--- config.mk ---
export PLATFORM = sky130hd
export DESIGN_NAME = regfile_dump_reader
export DESIGN_NICKNAME = d
export VERILOG_FILES = /design/src/rtl/regfile_dump_reader.sv
export SDC_FILE = /design/constraint.sdc
export NUM_CORES = 1
export LEC_CHECK = 0
export ABC_AREA = 1
export CAP_MARGIN = 40
export CORE_AREA = 5 5 77 79
export DETAILED_ROUTE_END_ITERATION = 8
export DIE_AREA = 0 0 82 84
export PLACE_DENSITY = 0.83
export SYNTH_ARGS = -nofsm -noshare
export SYNTH_HDL_FRONTEND = slang
export SYNTH_SLANG_ARGS = --single-unit
--- constraint.sdc ---
create_clock -name btn -period 3 [get_ports btn]
set_input_delay 0.6 -clock btn [delete_from_list [all_inputs] [get_ports btn]]
set_output_delay 0.6 -clock btn [all_outputs]
set_load 0.02 [all_outputs]
--- src/rtl/regfile_dump_reader.sv ---
// Sequential dump of a register range through the register file's third read port.
// Each register is captured and presented as one word on a valid/ready stream.
module regfile_dump_reader #(
    parameter int DATA_W = 32,
    parameter int ADDR_W = 5
) (
    input  logic              btn,
    input  logic              rst,
    input  logic              start,
    input  logic              abort,
    input  logic [ADDR_W-1:0] first_reg,
    input  logic [ADDR_W-1:0] last_reg,
    output logic [ADDR_W-1:0] regC,
    input  logic [DATA_W-1:0] Cdat,
    output logic              out_valid,
    input  logic              out_ready,
    output logic [DATA_W-1:0] out_data,
    output logic [ADDR_W-1:0] out_idx,
    output logic              out_last,
    output logic              busy,
    output logic              done
);

    typedef enum logic [1:0] {
        S_IDLE,
        S_READ,
        S_OUT,
        S_DONE
    } state_t;

    state_t              r_state;
    state_t              w_next;
    logic [ADDR_W-1:0]   r_cur;
    logic [ADDR_W-1:0]   r_end;
    logic [ADDR_W-1:0]   r_regc;
    logic [DATA_W-1:0]   r_data;
    logic [ADDR_W-1:0]   r_idx;
    logic                r_last;
    logic                r_valid;
    logic                w_accept;
    logic                w_at_end;

    assign w_accept = r_valid & out_ready;
    assign w_at_end = (r_cur == r_end);

    // NOTE: every variable assigned in always_comb gets a default first, so no
    // path can leave it unassigned and infer a latch.
    always_comb begin
        w_next = r_state;
        unique case (r_state)
            S_IDLE: if (start) w_next = S_READ;
            S_READ: w_next = abort ? S_IDLE : S_OUT;
            S_OUT: begin
                if (abort)         w_next = S_IDLE;
                else if (w_accept) w_next = w_at_end ? S_DONE : S_READ;
            end
            S_DONE: w_next = S_IDLE;
            default: w_next = S_IDLE;
        endcase
    end

    // NOTE: sequential state uses non-blocking assignments so all registers
    // update together from the pre-edge values.
    always_ff @(negedge btn or posedge rst) begin
        if (rst) r_state <= S_IDLE;
        else     r_state <= w_next;
    end

    // Datapath follows the FSM; abort wins over acceptance in OUT.
    always_ff @(negedge btn or posedge rst) begin
        if (rst) begin
            r_cur   <= '0;
            r_end   <= '0;
            r_regc  <= '0;
            r_data  <= '0;
            r_idx   <= '0;
            r_last  <= 1'b0;
            r_valid <= 1'b0;
        end else begin
            unique case (r_state)
                S_IDLE: begin
                    if (start) begin
                        r_cur  <= first_reg;
                        r_end  <= last_reg;
                        r_regc <= first_reg;
                    end
                end
                S_READ: begin
                    if (!abort) begin
                        r_data  <= Cdat;
                        r_idx   <= r_cur;
                        r_last  <= w_at_end;
                        r_valid <= 1'b1;
                    end
                end
                S_OUT: begin
                    if (abort) begin
                        r_valid <= 1'b0;
                    end else if (w_accept) begin
                        r_valid <= 1'b0;
                        if (!w_at_end) begin
                            r_cur  <= r_cur + 1'b1;
                            r_regc <= r_cur + 1'b1;
                        end
                    end
                end
                default: ;
            endcase
        end
    end

    assign regC      = r_regc;
    assign out_valid = r_valid;
    assign out_data  = r_data;
    assign out_idx   = r_idx;
    assign out_last  = r_last;
    assign busy      = (r_state != S_IDLE);
    assign done      = (r_state == S_DONE);

endmodule

==> out/qor.txt <==
Largest area contributor in the netlist = dfrtn_1
Leakage = 2.05 nW
Detail Route met2 WL = 3050 um
First-pass DRT Iterations = 4
CP endpoint kind = output pin
Maximum VDD drop = 0.501 mV
Die Wd = 82 um
Final Worst Setup Slack = -0.118 ns
First-pass GRT wire length = 9490 um
I/O Pins = 93
Final ANT Viol Nets = 0
Clock Tree Root = clkbuf_8
Clk slew on worst S/H paths = 0.06 ns
Avg Inst Size Synth = 12.2 sq um
Netlist cell types = 23
CP startpoint kind = flip-flop
Adder and majority cell fraction of the synthesized area = 0.543%
Fin. max-slew vios = 0
Met3 wire length = 371 um
Status = complete, but fails checks
DP HPWL = 4350 um
CTS Sinks = 51
Final Hold Viols = 0
Total Routed Length = 6200 um
Register area share after synthesis = 55.4%
Number of global-route vias before repair = 1934
Synth Instances = 188
Syn-to-layout area delta = 72.7%
Row count = 27
Maximum fanout along the worst path = 3
DR DRC count = 0
Ant. Diodes = 0
Final setup vio count = 3
Post-synthesis cell area = 2300 sq um
RR Startpoint = r_state[0]$_DFFE_NP0P_
Post-synthesis compound-gate area fraction = 3.21%
Placed cells = 381
Initial Util = 43.7%
Flops & latches, synth = 51
Commonest non-fill, non-tap cells in the layout = 80 x buf_4, 51 x dfrtn_1, 45 x clkdlybuf4s50_1
Largest family of logic cells by synthesized area = multiplexers
Least-Margin Pin Slew = 0.298 ns
Port bufs = 92
Routed WL per cell = 14.7 um
Initial antenna violation count = 0
Metal1 wirelength = 2700 um
Synth area leaders = dfrtn_1 55%, mux2_4 20%, nand2_1 6.7%
Core area = 5270 sq um
CTS Buf Count = 5
PD cells = 1080 nW/um^2
Synth Net Count = 236
Crit path arrival time = 2.52 ns
Uppermost layer routed = met4
Full die area = 6890 sq um
Hold Crit Start = out_data[24]$_DFFE_NP0P_
Final std cells w/o fill = 422
Routed via count = 1950
Nets@finish = 397
Total GRT Usage = 17.8%
H-Tree Depth = 2
Mux share of post-synthesis cell area = 22.5%
CTS tree = done
Largest net degree at the start of global routing = 52
Remaining Overflow, GRT = 0
Worst Path Required = 2.40 ns
Clk_lat worst skew = 0.31 ns
Share of the synthesized area in the top cell type = 55.4%
Die Height = 84 um
Failing checks = negative setup slack
Max clock buf depth = 2
DP Area = 3550 sq um
Synth Area in XOR/XNOR = 1.14%
Share of post-route cells with drive strength above 1 = 47.7%
Via/cell ratio = 4.62
Crit path from = r_state[0]$_DFFE_NP0P_
Final instance area = 3980 sq um
Final Wtd Congestion = 0.822
Initial DRC count = 36
Crit Path Category = flip-flop to output pin
Clock skew = 0.00325 ns
Post-Synth Simple-Gate Area = 13.2%
Slew headroom = 80.0%
Worst hold-check path type = flip-flop to flip-flop
Commonest non-fill, non-tap cell in the layout = buf_4
RSZ-0062 raised after global routing = yes
# Max-Cap Violations = 0
Yosys warns = 0
## worst paths after layout
| path | slack [ns] | endpoint | depth (start not counted) |
|---|---|---|---|
| worst max-delay path | -0.12 | done | 3 |
| worst min-delay path | 0.46 | out_data[24]$_DFFE_NP0P_ | 1 |
| worst max register to register | 1.33 | out_data[5]$_DFFE_NP0P_ | 7 |
| worst min register to register | 0.46 | out_data[24]$_DFFE_NP0P_ | 1 |
| max in group asynchronous | 0.66 | out_data[27]$_DFFE_NP0P_ | 3 |
| min in group asynchronous | 2.08 | out_data[13]$_DFFE_NP0P_ | 3 |
## cell usage after synthesis
cell	count
o21ai_0	6
nand2_1	41
nor2_4	1
xor2_1	1
a21oi_1	4
mux2_2	6
inv_1	13
dfrtn_1	51
nand3b_1	1
inv_2	1
buf_6	3
o31ai_1	1
o21ai_4	1
ha_1	1
nand3_1	9
buf_2	1
nor2_2	1
mux2_4	30
nand3_4	1
nand4_2	1
nand2_2	2
xnor2_1	2
nor2_1	10
## stage by stage
stage / setup TNS [ns] / worst slack, ns / util (%) / power (mW) / hold slack (ns)
2_1_floorplan: 0 / 0.0428 / - / 2.32 / 0.461
3_3_place_gp: -23.05 / -0.406 / 67.4 / 3.34 / 0.434
3_5_place_dp: -24.59 / -0.447 / 67.4 / 3.40 / 0.451
4_1_cts: -0.267 / -0.127 / 69.6 / 3.88 / 0.451
5_1_grt: -0.661 / -0.183 / 75.5 / 4.52 / 0.478
6_report: -0.236 / -0.118 / 75.5 / 4.28 / 0.463
## state kept, by name, indices dropped and copies added (netlist names)
name,flops
r_state,2
out_valid,1
out_idx,5
r_end,5
out_data,32
regC,5
out_last,1
## area by class of cell
| class | count | area, sq um |
|---|---|---|
| Clock buffer | 5 | 68.8 |
| Clock inverter | 3 | 67.6 |
| Fill cell | 361 | 1290 |
| Inverter | 14 | 56.3 |
| Multi-Input combinational cell | 119 | 941 |
| Sequential cell | 51 | 1280 |
| Tap cell | 72 | 90.1 |
| Timing Repair Buffer | 158 | 1480 |
## report_power, final
group	total (mW)	internal (mW)	switching (mW)
registers	1.27	1.05	0.227
logic	2.43	1.40	1.03
clock network	0.571	0.333	0.239
## metal layers
layer	vias up	GRT usage, %
li1	937	-
met1	938	22.0
met2	68	29.8
met3	7	5.40
met4	0	4.68
met5	-	0
## critical path: stages, from the launching register on
cell	delay [ns]
dfrtn_1	0.47
nand2_1	0.07
inv_1	0.07
buf_6	0.11
## timing repair
item / CTS / global route
setup buffers: 8 / 24
endpoints found under the hold margin: 0 / 0
gates resized for setup: 222 / 42
cloned: 1 / 0
pin swaps: 3 / 3
setup endpoints to repair: 89 / 68
hold buffers: 0 / 0
## cells by family (layout without fill, tap and decap cells)
family,Yosys count,in the layout
and+or+nand+nor,67,67
adders and majority gates,1,1
buffers and inverters,18,180
DFF,51,51
xor gates and xnor gates,3,3
AOI/OAI and AO/OA,12,12
muxes,36,36
Note: power is estimated with default switching activity, not from simulation.
